**src/rtl/riscv_mem_pkg.sv**
```systemverilog
// rtl/riscv_mem_pkg.sv - shared FSM and owner encodings for the memory port arbiter
package riscv_mem_pkg;

    typedef enum logic [1:0] {
        ST_IDLE  = 2'd0,
        ST_ISSUE = 2'd1,
        ST_RESP  = 2'd2
    } state_e;

    typedef enum logic {
        OWN_I = 1'b0,
        OWN_D = 1'b1
    } owner_e;

endpackage

```
**src/rtl/riscv_mem_arb_select.sv**
```systemverilog
// rtl/riscv_mem_arb_select.sv - combinational choice of the next memory port owner
module riscv_mem_arb_select
    import riscv_mem_pkg::*;
#(
    parameter int MAX_D_STREAK = 4,
    parameter int STREAK_W     = 3
) (
    input  logic                i_req_i,
    input  logic                d_req_i,
    input  logic [STREAK_W-1:0] streak_i,
    output logic                grant_valid_o,
    output owner_e              grant_owner_o
);

    logic streak_full;

    always_comb begin
        streak_full   = (streak_i == STREAK_W'(MAX_D_STREAK));
        grant_valid_o = i_req_i | d_req_i;
        grant_owner_o = OWN_D;
        // D normally wins; a full D streak hands the port to a waiting fetch
        if (i_req_i && (!d_req_i || streak_full)) begin
            grant_owner_o = OWN_I;
        end
    end

endmodule

```
**src/rtl/riscv_mem_port_arbiter.sv**
```systemverilog
// rtl/riscv_mem_port_arbiter.sv - shares one memory port between the I-cache and D-cache paths
module riscv_mem_port_arbiter
    import riscv_mem_pkg::*;
#(
    parameter int ADDR_W       = 32,
    parameter int DATA_W       = 32,
    parameter int MAX_D_STREAK = 4,
    parameter int TIMEOUT      = 255
) (
    input  logic              clock,
    input  logic              reset,
    input  logic              i_req,
    input  logic [ADDR_W-1:0] i_addr,
    output logic              i_ack,
    output logic [DATA_W-1:0] i_rdata,
    input  logic              d_req,
    input  logic              d_we,
    input  logic [ADDR_W-1:0] d_addr,
    input  logic [DATA_W-1:0] d_wdata,
    output logic              d_ack,
    output logic [DATA_W-1:0] d_rdata,
    output logic              mem_req,
    output logic              mem_we,
    output logic [ADDR_W-1:0] mem_addr,
    output logic [DATA_W-1:0] mem_wdata,
    input  logic              mem_ready,
    input  logic [DATA_W-1:0] mem_rdata,
    output logic              stall_if,
    output logic              stall_mem,
    output logic              busy,
    output logic              err_timeout
);

    localparam int STREAK_W = $clog2(MAX_D_STREAK + 1);
    localparam int TCNT_W   = $clog2(TIMEOUT + 1);
    localparam logic [STREAK_W-1:0] STREAK_MAX = STREAK_W'(MAX_D_STREAK);
    localparam logic [TCNT_W-1:0]   TCNT_LAST  = TCNT_W'(TIMEOUT - 1);

    state_e              state_q, state_d;
    owner_e              owner_q, owner_d;
    logic                mem_req_q, mem_req_d;
    logic                mem_we_q, mem_we_d;
    logic [ADDR_W-1:0]   mem_addr_q, mem_addr_d;
    logic [DATA_W-1:0]   mem_wdata_q, mem_wdata_d;
    logic                i_ack_q, i_ack_d;
    logic                d_ack_q, d_ack_d;
    logic [DATA_W-1:0]   i_rdata_q, i_rdata_d;
    logic [DATA_W-1:0]   d_rdata_q, d_rdata_d;
    logic                err_q, err_d;
    logic [STREAK_W-1:0] streak_q, streak_d;
    logic [TCNT_W-1:0]   tcnt_q, tcnt_d;

    logic   grant_valid;
    owner_e grant_owner;

    // memory is word addressed; the byte offset bits are intentionally dropped
    logic unused_addr_lsbs;
    assign unused_addr_lsbs = ^{i_addr[1:0], d_addr[1:0]};

    riscv_mem_arb_select #(
        .MAX_D_STREAK (MAX_D_STREAK),
        .STREAK_W     (STREAK_W)
    ) u_arb_select (
        .i_req_i       (i_req),
        .d_req_i       (d_req),
        .streak_i      (streak_q),
        .grant_valid_o (grant_valid),
        .grant_owner_o (grant_owner)
    );

    always_comb begin
        state_d     = state_q;
        owner_d     = owner_q;
        mem_req_d   = mem_req_q;
        mem_we_d    = mem_we_q;
        mem_addr_d  = mem_addr_q;
        mem_wdata_d = mem_wdata_q;
        i_ack_d     = 1'b0;
        d_ack_d     = 1'b0;
        i_rdata_d   = i_rdata_q;
        d_rdata_d   = d_rdata_q;
        err_d       = err_q;
        streak_d    = streak_q;
        tcnt_d      = tcnt_q;

        case (state_q)
            ST_IDLE: begin
                if (grant_valid) begin
                    state_d   = ST_ISSUE;
                    owner_d   = grant_owner;
                    mem_req_d = 1'b1;
                    tcnt_d    = '0;
                    if (grant_owner == OWN_I) begin
                        mem_we_d    = 1'b0;
                        mem_addr_d  = {i_addr[ADDR_W-1:2], 2'b00};
                        mem_wdata_d = '0;
                        streak_d    = '0;
                    end else begin
                        mem_we_d    = d_we;
                        mem_addr_d  = {d_addr[ADDR_W-1:2], 2'b00};
                        mem_wdata_d = d_wdata;
                        // streak only measures how long a pending fetch has been starved
                        if (i_req && streak_q != STREAK_MAX) begin
                            streak_d = streak_q + 1'b1;
                        end
                    end
                end
            end
            ST_ISSUE: begin
                if (mem_ready || tcnt_q == TCNT_LAST) begin
                    state_d   = ST_RESP;
                    mem_req_d = 1'b0;
                    if (!mem_ready) begin
                        err_d = 1'b1;
                    end
                    if (owner_q == OWN_I) begin
                        i_ack_d   = 1'b1;
                        i_rdata_d = mem_ready ? mem_rdata : '0;
                    end else begin
                        d_ack_d = 1'b1;
                        if (!mem_we_q) begin
                            d_rdata_d = mem_ready ? mem_rdata : '0;
                        end
                    end
                end else begin
                    tcnt_d = tcnt_q + 1'b1;
                end
            end
            ST_RESP: begin
                state_d = ST_IDLE;
            end
            default: begin
                state_d   = ST_IDLE;
                mem_req_d = 1'b0;
            end
        endcase
    end

    always_ff @(posedge clock or posedge reset) begin
        if (reset) begin
            state_q     <= ST_IDLE;
            owner_q     <= OWN_I;
            mem_req_q   <= 1'b0;
            mem_we_q    <= 1'b0;
            mem_addr_q  <= '0;
            mem_wdata_q <= '0;
            i_ack_q     <= 1'b0;
            d_ack_q     <= 1'b0;
            i_rdata_q   <= '0;
            d_rdata_q   <= '0;
            err_q       <= 1'b0;
            streak_q    <= '0;
            tcnt_q      <= '0;
        end else begin
            state_q     <= state_d;
            owner_q     <= owner_d;
            mem_req_q   <= mem_req_d;
            mem_we_q    <= mem_we_d;
            mem_addr_q  <= mem_addr_d;
            mem_wdata_q <= mem_wdata_d;
            i_ack_q     <= i_ack_d;
            d_ack_q     <= d_ack_d;
            i_rdata_q   <= i_rdata_d;
            d_rdata_q   <= d_rdata_d;
            err_q       <= err_d;
            streak_q    <= streak_d;
            tcnt_q      <= tcnt_d;
        end
    end

    assign i_ack       = i_ack_q;
    assign d_ack       = d_ack_q;
    assign i_rdata     = i_rdata_q;
    assign d_rdata     = d_rdata_q;
    assign mem_req     = mem_req_q;
    assign mem_we      = mem_we_q;
    assign mem_addr    = mem_addr_q;
    assign mem_wdata   = mem_wdata_q;
    assign err_timeout = err_q;
    assign busy        = (state_q != ST_IDLE);
    assign stall_if    = i_req & ~i_ack_q;
    assign stall_mem   = d_req & ~d_ack_q;

endmodule

```
**config.mk**
```make
export PLATFORM = sky130hd
export DESIGN_NAME = riscv_mem_port_arbiter
export DESIGN_NICKNAME = d
export VERILOG_FILES = /design/src/rtl/riscv_mem_pkg.sv /design/src/rtl/riscv_mem_arb_select.sv /design/src/rtl/riscv_mem_port_arbiter.sv
export SDC_FILE = /design/constraint.sdc
export NUM_CORES = 1
export LEC_CHECK = 0
export BUFFER_PORTS_ARGS = -buffer_cell sky130_fd_sc_hd__buf_2
export CORE_MARGIN = 2
export CORE_UTILIZATION = 49
export CTS_BUF_LIST = sky130_fd_sc_hd__clkbuf_16
export DETAILED_ROUTE_END_ITERATION = 10
export HOLD_SLACK_MARGIN = 0.05
export PLACE_DENSITY_LB_ADDON = 0.2
export SYNTH_ARGS = -nofsm -noshare
export SYNTH_HDL_FRONTEND = slang
export SYNTH_SLANG_ARGS = --single-unit
```
**constraint.sdc**
```tcl
create_clock -name clock -period 5.75 [get_ports clock]
set_input_delay 0.2875 -clock clock [delete_from_list [all_inputs] [get_ports clock]]
set_output_delay 0.2875 -clock clock [all_outputs]
set_load 0.05 [all_outputs]
```
[Word-level counts from Yosys, hierarchy flattened]
Index checks and enable logic that the tools add are counted.
Storage, ports and cells
  output and inout port bits: 136
  bits in read-only memories: 0
  memories kept: 0
  bits in registers: 147
  memory bits (writable): 0
  logic and storage cells: 71
  input port bits: 134
  latch bits: 0
Cells by class
  div/mod/pow operators: 0
  multipliers: 0
  multiplexer cells: 22
  $lt $le $gt $ge: 0
  bitwise gates (word level): 9
  reduce and logical (&&, ||, !) cells: 17
  equality and inequality tests: 8
  shifts and indexed selects: 0
  $add $sub $neg: 2
Operators with widths (number)
  $mux 32: 3
  $mux 8: 2
  $pmux 8 s2: 1
  $reduce_and 3->1: 5
  $mux 1: 10
  $add 8x1->8 const B: 1
  $eq 8x8->1 const B: 1
  $mux 3: 2
  $ne 2x2->1 const B: 3
  $not 1->1: 6
  $reduce_bool 2->1: 3
  $mux 2: 2
  $pmux 2 s2: 1
  $reduce_and 2->1: 2
  $reduce_and 4->1: 1
  $add 3x1->3 const B: 1
  $eq 3x3->1 const B: 1
  $ne 3x3->1 const B: 1
  $pmux 1 s3: 1
  $and 1x1->1: 2
  $eq 2x1->1 const B: 1
  $eq 2x2->1 const B: 1
  $logic_and 1x1->1: 2
  $logic_not 2->1: 1
  other kinds (3): 4

[Logic depth before layout (Yosys ltp)]
  word-level depth: 5
  depth in mapped cells: 7

[Hierarchy]
A second synthesis with hierarchy kept.
Second synthesis, totals
  cells, all modules: 530
  area, all modules: 5989.5 µm²
Modules (own cells, without submodules)
  riscv_mem_port_arbiter: cells each 526, instances 1, sequential area each 3628.5 µm², area an instance 5962.0 µm²
  riscv_mem_arb_select: cells each 4, instances 1, sequential area each 0.0 µm², area an instance 27.5 µm²

[Worst setup path after synthesis]
No wires, ideal clock.
  kind: input to output
  start point: input port i_req
  end point: output port stall_if
  data required time: 5463 ps
  arrival: 1447 ps
  stages on the path: 3
  slack: 4015 ps
  path through: buf_2 clkbuf_1 nor2b_1
On the way
  word-level cells in the longest chain between the ends: 1
Ends and longest elaborated chain
  from (decl): RTL line riscv_mem_port_arbiter.sv:12  | input logic i_req,
  $and 1x1->1: RTL line riscv_mem_port_arbiter.sv:181  | assign stall_if = i_req & ~i_ack_q;
  to (decl): RTL line riscv_mem_port_arbiter.sv:28  | output logic stall_if,
Every way passes these cells.

[Worst setup path after layout]
  start point: register state_q[1]
  end point: output port busy
On the way
  word-level cells in the longest chain between the ends: 1
Ends and longest elaborated chain
  from (decl): RTL line riscv_mem_port_arbiter.sv:39  | state_e state_q, state_d;
  from (signal assigned): RTL line riscv_mem_port_arbiter.sv:155  | state_q <= state_d;
  $reduce_bool 2->1: RTL line riscv_mem_port_arbiter.sv:180  | assign busy = (state_q != ST_IDLE);
  to (decl): RTL line riscv_mem_port_arbiter.sv:30  | output logic busy,
Every way passes these cells.

==> flow_metrics.tcl <==
set metrics [dict create \
    status "finished, final reports clean" \
    ys_warn_count 0 \
    clockPowerShare_pct 18.1 \
    p_sw_share_pct 50.2 \
    drc 0 \
    switchingPower_mw 2.93 \
    p_leak_nw 4.22 \
    place_inst 1049 \
    grt_max_degree 98 \
    critical_path_required_ns 5.46 \
    drive_gt1_share_pct 34.0 \
    syn_avg_cell_area_sq_um 10.3 \
    dpl.hpwl_microns 12100 \
    vias 6288 \
    crit_path_start_kind "flip-flop" \
    r2r_start "state_q[1]" \
    cts_root_buf "clkbuf_16" \
    globalplace.congestion 0.815 \
    reg2reg_setup_slack_ns 2.94 \
    ys_seq_elements 145 \
    hp-class "primary input to flip-flop" \
    clock-sinks 145 \
    syn_area_sq_mm 0.00688 \
    fin_crit_sh_pct 56.8 \
    r2r_end "mem_req" \
    grt_first_pass_wirelength_microns 30100 \
    rsz0062_at_grt "no" \
    tritoncts "built" \
    numCtsBuffers 17 \
    layout.nets 1027 \
    ant_nets 0 \
    clk_path_buf_depth 2 \
    hold-path-cell-count 3 \
    seqPwrFrac_pct 29.5 \
    crit_fanout 97 \
    crit_arrival_ns 2.98 \
    wl_per_cell_microns 17.5 \
    synth_top_area_share_pct 52.7 \
    area_growth_pct 26.9 \
    ys_types 49 \
    grt_pass1_vias 6096 \
    setup_viol 0 \
    internal-power_mw 2.91 \
    synth_area_leaders "dfrtp_1 53%, nand3_1 4.7%, a211o_1 4.2%" \
    finalCriticalPeriod_ns 3.27 \
    routed_wl_microns 18800 \
    layout_commonest_cell "buf_2" \
    maxSlewViolCount 0 \
    final_cell_mix "263 x buf_2, 145 x dfrtp_1, 64 x nand3_1" \
    drt_iter0_markers 549 \
    fillCellCount 1176 \
    finClkSkew_ns 0.00700 \
    dr.pass1.iters 7 \
    hold_end "i_rdata[15]" \
    peakVddDrop_uv 343 \
    clkLatencyLatePin_ns 0.41 \
    yosys.area.top_type "dfrtp_1" \
    hold_viol_final 0 \
    timing.hold.ws_ns 0.120 \
    ys_seq_area_share_pct 52.7 \
    tns_ns 0 \
    pin_count 270 \
    antenna_found_initial 0 \
    min_from "mem_rdata[15]" \
    antenna_cells 0 \
    max_stage_delay_ns 0.74 \
    layout.cells.non_filler 1079 \
    r2r.worst_path.cells 5 \
    die_w_microns 123 \
    slew_headroom_pct 17.6 \
    crit_type "flip-flop to primary output" \
    die-height_microns 123 \
    initial_core_util_pct 49.8 \
    max_freq_mhz 306 \
    pwr-share-comb_pct 52.4 \
    viasPerCell 5.83 \
    htreeDepth 4 \
    overflow 0 \
    synthCells 668 \
    crit_chain "nor2_4 -> buf_4 -> inv_1 -> buf_2" \
    numPortBuffers 263 \
    core_area_sq_mm 0.0138 \
    end_kind "primary output" \
    drv_cap 0 \
    row_count 43 \
    grt_use_total_pct 25.4 \
    tightest_slew_ns 1.24 \
    die_area_sq_mm 0.0150 \
    clk_pin_slew_worst_paths_ns 0.06 \
    powerDensity_mw_per_mm2 668 \
    cpMaxStageDelayCell "inv_1" \
]
==> critical path: cells and delay by family, from the launching register on <==
kind / cells / cell delay [ns]
buffers and inverters: 3 / 1.84
flip-flops: 1 / 0.49
AND/OR/NAND/NOR: 1 / 0.13
==> logic make-up (layout without fill, tap and decap cells) <==
kind of cell               after synthesis  in the layout  share of synthesized area [%]
AOI/OAI and AO/OA                      214            214                           22.1
adders and majority gates                4              4                          0.727
buffers and inverters                  108            338                           7.14
DFF                                    145            145                           52.7
muxes                                    5              5                          0.745
other                                    1              2                         0.0545
and+or+nand+nor                        191            191                           16.5
==> routing by layer <==
layer	share of wire (%)	track usage, %	vias up
li1	-	-	2917
met1	42	32.0	3063
met2	48	41.9	280
met3	8.3	7.30	28
met4	1.8	9.12	0
met5	0	0	-
==> area by class of cell <==
| cell class | count | area (sq um) | area share [%] |
|---|---|---|---|
| clock buffer | 17 | 425 | 4.87 |
| multi-input combinational | 416 | 2800 | 32.0 |
| timing repair buffer | 271 | 1380 | 15.8 |
| inverter | 38 | 148 | 1.69 |
| sequential | 145 | 3630 | 41.5 |
| tap | 180 | 225 | 2.58 |
| clock inverter | 12 | 131 | 1.50 |
==> metrics by stage <==
step,worst slack [ns],util (%),instance area [sq um],power [mW]
detailed placement,2.94,59.1,8170,4.80
floorplan,1.57,-,6890,4.11
global placement,2.99,59.1,8170,4.71
CTS,2.49,63.2,8740,5.87
finish,2.48,63.2,8740,5.84
global route,2.22,63.2,8740,6.17
==> Yosys cell counts (all sizes together) <==
library cell  count
a211o            33
a211oi            1
a21bo             1
a21o              2
a21oi             2
a22o              1
a22oi            32
a2bb2oi           1
a311oi            1
a31oi             2
a41o              2
and2              1
and3             33
and4              3
and4bb            3
buf              44
clkbuf           26
conb              1
dfrtp           145
ha                4
inv              38
mux2              1
mux2i             4
nand2             3
nand2b            1
nand3            64
nand4            34
nand4bb           1
nor2              6
nor2b            34
nor3              2
nor3b             2
nor4bb            1
o2111ai           1
o211ai           30
o21ai            70
o22ai             1
o2bb2ai          33
o311a             1
or2               1
or3b              2
==> state kept, by name, indices dropped and copies added, names as in the netlist <==
register     flops
state_q          2
d_rdata         32
i_rdata         32
i_ack            1
owner_q          1
mem_we           1
d_ack            1
mem_addr        30
streak_q         3
err_timeout      1
tcnt_q           8
mem_wdata       32
mem_req          1
==> timing repair <==
action                    4_1_cts  5_1_grt
hold buffers                    1        0
buffers inserted                0        0
resized for setup               0        0
hold endpoints to repair       76        0
==> power groups by stage <==
stage / Clock, mW / Combinational [mW] / Sequential, mW
after global placement: 0 / 3.01 / 1.69
final: 1.06 / 3.06 / 1.72
after detailed placement: 0 / 3.08 / 1.72
after CTS: 1.08 / 3.08 / 1.72
after floorplan: 0 / 1.07 / 3.03
after global routing: 1.12 / 3.27 / 1.77
==> worst max path at each step <==
stage | startpoint | to | slack, ns
2_1_floorplan | reset | d_ack | 1.57
4_1_cts | state_q[1] | busy | 2.49
3_5_place_dp | state_q[1] | busy | 2.94
5_1_grt | state_q[1] | busy | 2.22
6_report | state_q[1] | busy | 2.48
3_3_place_gp | state_q[1] | busy | 2.99
No activity file was read; power rests on OpenSTA's default activity.
